===== src/rtl/inst_dispatch_pkg.sv =====
// Types and constants shared by the dispatcher, the array controllers and the instruction loader.
package inst_dispatch_pkg;

    typedef enum logic {
        DRUN,
        DFENCE
    } DispFSM;

    typedef enum logic [1:0] {
        ITM     = 2'd0,
        ITV     = 2'd1,
        ITE     = 2'd2,
        ITFENCE = 2'd3
    } InstType;

    localparam int DispPayloadW = 128;

endpackage


===== src/rtl/inst_dispatch_port.sv =====
// One controller port: registered valid/payload toward the controller
// plus the count of instructions issued but not yet reported done.
module disp_port #(
    parameter int PAYLOAD_W = 128,
    parameter int MAX_OUT   = 4,
    parameter int CNT_W     = $clog2(MAX_OUT + 1)
) (
    input  logic                 clk,
    input  logic                 rst,
    input  logic                 accept,
    input  logic [PAYLOAD_W-1:0] payloadIn,
    input  logic                 ready,
    input  logic                 done,
    output logic                 valid,
    output logic [PAYLOAD_W-1:0] payload,
    output logic [CNT_W-1:0]     count,
    output logic                 canAccept,
    output logic                 errPulse
);

    assign canAccept = (!valid || ready) && (count < CNT_W'(MAX_OUT));
    // An accept and a done in the same cycle cancel out, so no underflow is possible then.
    assign errPulse  = done && !accept && (count == '0);

    always_ff @(posedge clk) begin
        if (rst) begin
            valid   <= 1'b0;
            payload <= '0;
            count   <= '0;
        end else begin
            if (accept) begin
                valid   <= 1'b1;
                payload <= payloadIn;
            end else if (ready) begin
                valid <= 1'b0;
            end

            if (accept && !done) begin
                count <= count + CNT_W'(1);
            end else if (done && !accept && (count != '0)) begin
                count <= count - CNT_W'(1);
            end
        end
    end

endmodule


===== src/rtl/inst_dispatch.sv =====
// In-order dispatcher routing M/V/E instructions to three controllers, with FENCE draining.
// Optional build macro: DISPATCH_PERF_EN adds stall_cnt and fence_cnt performance counters.
module inst_dispatch
    import inst_dispatch_pkg::*;
#(
    parameter int PAYLOAD_W = DispPayloadW,
    parameter int MAX_OUT   = 4,
    parameter int CNT_W     = $clog2(MAX_OUT + 1)
) (
    input  logic                 clk,
    input  logic                 rst,
    input  logic                 in_valid,
    output logic                 in_ready,
    input  logic [1:0]           in_type,
    input  logic [PAYLOAD_W-1:0] in_payload,
    output logic                 m_valid,
    input  logic                 m_ready,
    output logic [PAYLOAD_W-1:0] m_payload,
    input  logic                 m_done,
    output logic                 v_valid,
    input  logic                 v_ready,
    output logic [PAYLOAD_W-1:0] v_payload,
    input  logic                 v_done,
    output logic                 e_valid,
    input  logic                 e_ready,
    output logic [PAYLOAD_W-1:0] e_payload,
    input  logic                 e_done,
    output logic                 busy,
    output logic                 err
`ifdef DISPATCH_PERF_EN
    ,
    output logic [31:0]          stall_cnt,
    output logic [31:0]          fence_cnt
`endif
);

    DispFSM           state;
    DispFSM           stateNext;
    InstType          inType;
    logic             accM, accV, accE;
    logic             canM, canV, canE;
    logic             errM, errV, errE;
    logic [CNT_W-1:0] cntM, cntV, cntE;
    logic             drained;

    assign inType  = InstType'(in_type);
    assign drained = (cntM == '0) && (cntV == '0) && (cntE == '0)
                     && !m_valid && !v_valid && !e_valid;

    always_comb begin
        stateNext = state;
        in_ready  = 1'b0;
        accM      = 1'b0;
        accV      = 1'b0;
        accE      = 1'b0;
        case (state)
            DRUN: begin
                case (inType)
                    ITM:     in_ready = canM;
                    ITV:     in_ready = canV;
                    ITE:     in_ready = canE;
                    default: in_ready = 1'b1;
                endcase
                if (in_valid && in_ready) begin
                    case (inType)
                        ITM:     accM = 1'b1;
                        ITV:     accV = 1'b1;
                        ITE:     accE = 1'b1;
                        default: stateNext = DFENCE;
                    endcase
                end
            end
            default: begin
                if (drained) begin
                    stateNext = DRUN;
                end
            end
        endcase
    end

    always_ff @(posedge clk) begin
        if (rst) begin
            state <= DRUN;
            err   <= 1'b0;
        end else begin
            state <= stateNext;
            err   <= err | errM | errV | errE;
        end
    end

    assign busy = (cntM != '0) || (cntV != '0) || (cntE != '0)
                  || m_valid || v_valid || e_valid || (state == DFENCE);

`ifdef DISPATCH_PERF_EN
    always_ff @(posedge clk) begin
        if (rst) begin
            stall_cnt <= '0;
            fence_cnt <= '0;
        end else begin
            if ((state == DRUN) && in_valid && !in_ready) begin
                stall_cnt <= stall_cnt + 32'd1;
            end
            if (state == DFENCE) begin
                fence_cnt <= fence_cnt + 32'd1;
            end
        end
    end
`endif

    disp_port #(.PAYLOAD_W(PAYLOAD_W), .MAX_OUT(MAX_OUT), .CNT_W(CNT_W)) uPortM (
        .clk(clk), .rst(rst), .accept(accM), .payloadIn(in_payload),
        .ready(m_ready), .done(m_done), .valid(m_valid), .payload(m_payload),
        .count(cntM), .canAccept(canM), .errPulse(errM)
    );

    disp_port #(.PAYLOAD_W(PAYLOAD_W), .MAX_OUT(MAX_OUT), .CNT_W(CNT_W)) uPortV (
        .clk(clk), .rst(rst), .accept(accV), .payloadIn(in_payload),
        .ready(v_ready), .done(v_done), .valid(v_valid), .payload(v_payload),
        .count(cntV), .canAccept(canV), .errPulse(errV)
    );

    disp_port #(.PAYLOAD_W(PAYLOAD_W), .MAX_OUT(MAX_OUT), .CNT_W(CNT_W)) uPortE (
        .clk(clk), .rst(rst), .accept(accE), .payloadIn(in_payload),
        .ready(e_ready), .done(e_done), .valid(e_valid), .payload(e_payload),
        .count(cntE), .canAccept(canE), .errPulse(errE)
    );

endmodule


===== config.mk =====
export PLATFORM = sky130hd
export DESIGN_NAME = inst_dispatch
export DESIGN_NICKNAME = d
export VERILOG_FILES = /design/src/rtl/inst_dispatch_pkg.sv /design/src/rtl/inst_dispatch_port.sv /design/src/rtl/inst_dispatch.sv
export SDC_FILE = /design/constraint.sdc
export NUM_CORES = 1
export LEC_CHECK = 0
export CAP_MARGIN = 20
export CORE_AREA = 5 5 204 206
export CTS_BUF_LIST = sky130_fd_sc_hd__clkbuf_8
export DETAILED_ROUTE_END_ITERATION = 12
export DIE_AREA = 0 0 209 211
export GPL_ROUTABILITY_DRIVEN = 0
export HOLD_SLACK_MARGIN = 0.02
export PLACE_DENSITY = 0.68
export RECOVER_POWER = 100
export SKIP_LAST_GASP = 1
export SLEW_MARGIN = 20
export SYNTH_ARGS = -nofsm -noshare
export SYNTH_HDL_FRONTEND = slang
export SYNTH_HIERARCHICAL = 1
export SYNTH_SLANG_ARGS = --single-unit

===== constraint.sdc =====
create_clock -name clk -period 2.7 [get_ports clk]
set_input_delay 0.54 -clock clk [delete_from_list [all_inputs] [get_ports clk]]
set_output_delay 0.54 -clock clk [all_outputs]
set_load 0.1 [all_outputs]

==> results of run 1 <==
-- worst paths after layout --
check                      from                  end  cells past startpoint
max                     m_ready      uPortV/count[2]                     10
min reg2reg  uPortM/payload[91]   uPortM/payload[91]                      2
min                         rst  uPortE/payload[110]                      2
max reg2reg        uPortV/valid      uPortV/count[2]                      9
-- sequential cells by signal, summed over array words and instances (netlist names), 3 cells and up --
register,cells
uPortM/count,3
uPortE/count,3
uPortE/payload,128
uPortM/payload,128
uPortV/payload,128
uPortV/count,3
-- placed cells by master, fill, tap and decap left out, types with 6 or more instances in the layout --
cell / synthesis / layout
buf_1: 9 / 8
inv_1: 4 / 26
nor2_1: 401 / 401
buf_12: 0 / 10
mux2i_1: 388 / 388
dfxtp_1: 398 / 396
buf_4: 3 / 9
clkdlybuf4s50_1: 0 / 137
clkbuf_2: 0 / 278
clkbuf_1: 36 / 104
clkbuf_8: 0 / 87
or3_1: 6 / 6
a21oi_1: 7 / 7
clkinvlp_4: 0 / 6
-- worst max-delay path: cells and delay by family --
family / cells / cell delay, ns
compound gates: 1 / 0.10
fa+ha+maj: 1 / 0.35
buf+inv: 1 / 0.55
simple gates: 6 / 1.40
mux: 1 / 0.13
-- power groups by stage --
| stage | clock (mW) | sequential (mW) | combinational [mW] |
|---|---|---|---|
| after global placement | 0 | 6.37 | 3.17 |
| final | 5.27 | 6.25 | 3.02 |
| after detailed placement | 0 | 6.38 | 3.19 |
| after global routing | 5.76 | 6.28 | 3.15 |
| after floorplan | 0 | 7.93 | 0.751 |
| after CTS | 5.47 | 6.26 | 3.19 |
-- final cells by class --
class	count	area, um2	area share (%)
clock inverter	31	143	0.734
tap	525	657	3.38
multi-input combinational	855	5950	30.6
inverter	4	15.0	0.0773
clock buffer	87	1200	6.16
sequential	398	7980	41.0
timing repair buffer	549	3480	17.9
antenna	1	2.50	0.0129
-- stage by stage --
step | std cells | instance area, um2 | TNS (ns) | utilization [%] | hold slack, ns
6_report | 2450 | 19400 | 0 | 49.2 | 0.430
5_1_grt | 2450 | 19400 | 0 | 49.2 | 0.450
4_1_cts | 2449 | 20500 | 0 | 52.1 | 0.408
3_5_place_dp | 2331 | 19200 | -47.81 | 48.7 | 0.481
3_3_place_gp | 2331 | 19200 | -46.67 | 48.7 | 0.474
2_1_floorplan | 1347 | 14400 | -0.433 | - | 0.542
-- cell families (layout without fill, tap and decap cells) --
family,Yosys count,after routing,synth area share [%]
AOI/OAI and AO/OA,18,18,0.920
xor gates and xnor gates,3,3,0.184
adders and majority gates,3,3,0.421
buffers and inverters,94,671,2.92
DFF,398,398,55.8
muxes,391,391,27.4
other,0,1,0
and+or+nand+nor,440,440,12.3
-- routing by layer --
layer / track usage (%) / wire length (um)
met3: 6.68 / 3500
met2: 31.8 / 21500
met5: 0 / 0
met4: 7.25 / 1130
met1: 22.6 / 18200
-- synth_stat cells, types with 3 or more instances --
library cell / n
or4_1: 3
xor2_1: 3
or3_1: 6
nand2_1: 4
nor2_1: 401
nor4_1: 6
a21oi_1: 7
buf_2: 42
or3b_1: 3
nor3_1: 3
nand3b_1: 3
a211oi_1: 3
buf_4: 3
mux2_2: 3
nand4b_1: 3
dfxtp_1: 398
o311ai_1: 3
buf_1: 9
clkbuf_1: 36
fa_1: 3
mux2i_1: 388
a221oi_1: 3
inv_1: 4
nor2b_1: 4
==> reports/qor.txt, run 1 <==
CTS max path bufs -> 3
Startpoint types -> input pin
Critical path endpoint category -> register
Num ports -> 529
Post-synthesis sequential area ratio -> 55.8%
Syn nets -> 1,489
Unrepaired setup endpoints after global routing -> no
Async set-or-reset flop fraction in the synthesized netlist -> 0%
H-tree levels -> 3
Synth top area cells -> dfxtp_1, mux2i_1, nor2_1, buf_2, clkbuf_1
Vias -> 11,400
Vias in the first global route -> 11,500
Seq pwr share -> 43.0%
Register bit total from synthesis -> 398
First-pass GRT wire length -> 67.4 mm
Req. time, crit path -> 3.16 ns
Post-DRT Antenna Nets -> 0
Final Slew Violations -> 0
Mapped Cells -> 1,347
Unique masters post-synth -> 29
Nets -> 2,019
Int Pwr -> 9.68 mW
Die outline area -> 0.0441 mm2
Peak supply drop -> 491 uV
EDFF count, synth -> 0
Period Utilization, post-route -> 96.6%
Grt total ovfl -> 0
Clock Skews -> 0.0347 ns
Initial antenna violation count -> 1
IO buf count -> 528
Synth warn -> 6
Final Worst Setup Slack -> 0.0929 ns
Top_reg_cell synth -> dfxtp_1
DRC -> 0
Clk sinks -> 398
Vias per cell -> 4.64
Place WS -> -0.476 ns
Clock power frac -> 36.2%
Mapped cell area -> 0.0143 mm2
TritonCTS buffer count -> 69
Wire length per cell -> 18.1 um
Design Power -> 14.5 mW
Initial DRT Pass Iterations -> 4
Post-CTS Hold Buffers -> 0
Fraction of layout cells with a size suffix above 1 -> 21.5%
PD cells -> 748 mW/mm2
Root Buffer -> clkbuf_8
Die height -> 211 um
Initial Util -> 36.2%
Avg Inst Size Synth -> 10.6 um2
Gr usage total -> 19.0%
Fmax -> 384 MHz
Status -> finished, final reports clean
Final min period -> 2.61 ns
Arr. time, crit path -> 3.07 ns
Rows -> 73
Min-delay worst type -> input pin to register
P_sw -> 4.86 mW
Critical path class -> input pin to register
CTS tree -> yes
Synth top area share -> 55.8%
Worst path max stage delay -> 0.55 ns
Max-cap violations -> 0
Sw Ratio -> 33.4%
CP max stage cell -> clkdlybuf4s50_1
Initial DRC count -> 600
Leakage -> 7.83 nW
CP Cell Sequence -> clkdlybuf4s50_1 -> nor2b_4 -> nor2_1 -> mux2i_1 -> nor4_2 -> nand2_2 -> fa_2 -> or3b_1 -> or4_1 -> o311ai_1
Post-cts resize count -> 0
CP max FO -> 3
Largest net degree at the start of global routing -> 111
Final setup vio count -> 0
Worst-path clk slew -> 0.06 ns
Worst-margin pin slew -> 1.21 ns
Hold Violations, Final -> 0
Post-Route WL -> 44.4 mm
Die extent in x -> 209 um
Logic pwr share -> 20.8%
Syn-to-layout area delta -> 36.1%
Reg2reg setup slack -> 0.15 ns
Leading area contributor after synthesis -> dfxtp_1
Core Footprint -> 0.0395 mm2
Slew headroom -> 19.4%
Clk_lat worst skew -> 0.60 ns
Post-CTS setup buffer count -> 0
Hpwl dp -> 31.0 mm
Filler cell count -> 3,867
No activity file was read; power rests on OpenSTA's default activity.
==> inputs of run 2 (changes only) <==
--- a/config.mk
+++ b/config.mk
@@ -6,13 +6,14 @@
 export NUM_CORES = 1
 export LEC_CHECK = 0
 export CAP_MARGIN = 20
-export CORE_AREA = 5 5 204 206
+export CORE_AREA = 5 5 202 204
 export CTS_BUF_LIST = sky130_fd_sc_hd__clkbuf_8
 export DETAILED_ROUTE_END_ITERATION = 12
-export DIE_AREA = 0 0 209 211
+export DIE_AREA = 0 0 207 209
+export DONT_BUFFER_PORTS = 1
 export GPL_ROUTABILITY_DRIVEN = 0
 export HOLD_SLACK_MARGIN = 0.02
-export PLACE_DENSITY = 0.68
+export PLACE_DENSITY = 0.51
 export RECOVER_POWER = 100
 export SKIP_LAST_GASP = 1
 export SLEW_MARGIN = 20
==> run 2 against run 1 <==
Against the previous run:
- fmax up 0.18%
- critical endpoint is now busy
- clock-buffer cell count is 1 lower
- clock skew down 0.019 ns
==> reports/qor.txt, run 2 (synthesis gave the netlist of run 1 again) <==
Status -> finished, final reports clean
Arr. time, crit path -> 2.06 ns
Hpwl dp -> 28.8 mm
Leakage -> 7.18 nW
CP Cell Sequence -> buf_4 -> nor4_1 -> nand4_1 -> clkbuf_4
Final Slew Violations -> 0
DRC -> 0
P_sw -> 4.67 mW
H-tree levels -> 3
Clk_lat worst skew -> 0.60 ns
Multi-input gate area -> 0.00595 mm2
Clock power frac -> 38.0%
CTS max path bufs -> 3
Initial DRC count -> 529
IO buf count -> 0
Logic pwr share -> 16.3%
Most frequent cells in the layout -> nor2_1, dfxtp_1, mux2i_1
Min-delay worst type -> input pin to register
Design Power -> 14.3 mW
Post-Route WL -> 42.3 mm
Syn-to-layout area delta -> 24.1%
Most common cell after layout, fill and taps aside -> nor2_1
Hold Violations, Final -> 0
CTS tree -> yes
Post-Layout Inst Area -> 0.0177 mm2
CP max FO -> 2
Req. time, crit path -> 2.16 ns
Seq. cell area -> 0.00798 mm2
Critical path endpoint category -> output port
Gr usage total -> 18.6%
Worst-path clk slew -> 0.06 ns
Die height -> 209 um
Clock Skews -> 0.0157 ns
Seq pwr share -> 45.7%
PD cells -> 808 mW/mm2
Root Buffer -> clkbuf_8
Max-cap violations -> 0
Fmax -> 384 MHz
Post-DP Area -> 0.0172 mm2
Grt total ovfl -> 0
TritonCTS buffer count -> 70
Initial DRT Pass Iterations -> 6
Peak supply drop -> 434 uV
Slew headroom -> 16.3%
Initial antenna violation count -> 0
Worst path max stage delay -> 0.42 ns
Die extent in x -> 207 um
Largest net degree at the start of global routing -> 318
Post-DRT Antenna Nets -> 0
Final min period -> 2.60 ns
Clk sinks -> 398
Num ports -> 529
Core Footprint -> 0.0391 mm2
Post-cts resize count -> 0
DR top layer -> met4
Unrepaired setup endpoints after global routing -> no
Filler cell count -> 3,902
Vias in the first global route -> 10,600
Rows -> 73
DRT met1 WL -> 15.7 mm
Place WS -> 0.127 ns
First-pass GRT wire length -> 64.6 mm
Vias -> 10,500
Fraction of layout cells with a size suffix above 1 -> 23.6%
Period Utilization, post-route -> 96.4%
Final setup vio count -> 0
Critical path class -> register to output port
Worst hold slack -> 0.0939 ns
TNS Setup -> 0 ns
Worst-margin pin slew -> 1.26 ns
Nets -> 1,802
Sw Ratio -> 32.6%
Wire length per cell -> 18.9 um
Met2 WL -> 20.2 mm
Wire length on met3 -> 5.17 mm
Initial Util -> 36.5%
Int Pwr -> 9.65 mW
# diodes -> 0
Startpoint types -> register
Final Worst Setup Slack -> 0.0977 ns
Largest registers -> uPortE/payload x128, uPortM/payload x128, uPortV/payload x128
Die outline area -> 0.0433 mm2
CP max stage cell -> nor4_1
Vias per cell -> 4.70
run 2: cell types whose count changed in the layout (fill, tap and decap cells not counted), sizes merged:
| cell | before | now |
|---|---|---|
| buf | 29 | 36 |
| bufinv | 0 | 2 |
| clkbuf | 470 | 381 |
| clkinvlp | 6 | 3 |
| diode | 1 | 0 |
| clkdlybuf4s50 | 137 | 0 |
| clkinv | 3 | 8 |
run 2: stage by stage:
stage / utilization (%) / cells
finish: 45.3 / 2234
global route: 45.3 / 2234
CTS: 47.5 / 2234
detailed placement: 43.9 / 2112
global placement: 43.9 / 2112
floorplan: - / 1347
run 2: power by group through the flow:
stage	Combinational, mW	Sequential (mW)	Clock (mW)
CTS	2.46	6.55	5.67
global placement	2.40	6.67	0
finish	2.33	6.54	5.45
detailed placement	2.43	6.67	0
global route	2.44	6.56	5.96
floorplan	0.751	7.93	0
run 2: worst paths after layout:
check	from	end	slack [ns]	depth (start not counted)
max	uPortM/valid	busy	0.1	4
min	in_payload[121]	uPortE/payload[121]	0.09	2
max reg2reg	uPortM/valid	uPortM/count[2]	0.18	9
min reg2reg	uPortV/payload[21]	uPortV/payload[21]	0.49	2
run 2: critical path, delay by kind of cell, from the launching register on:
kind | cells | cell delay, ns
buffers and inverters | 2 | 0.55
and+or+nand+nor | 2 | 0.57
DFF | 1 | 0.34
run 2: repair_timing:
action,in CTS,in global routing
setup buffers,0,0
endpoints found under the setup margin,0,0
hold buffers,1,0
endpoints found under the hold margin,88,0
run 2: cell type report:
class                      instances  area share (%)
timing repair buffer             331            9.78
tap                              525            3.71
inverter                           4          0.0847
multi-input combinational        855            33.6
clock inverter                    35            1.19
sequential                       398            45.0
clock buffer                      86            6.68
run 2: layer usage:
metal / vias to the layer above / track usage [%]
met4: 0 / 7.02
met5: - / 0
met3: 75 / 10.3
met2: 378 / 31.3
li1: 5152 / -
met1: 4891 / 19.6
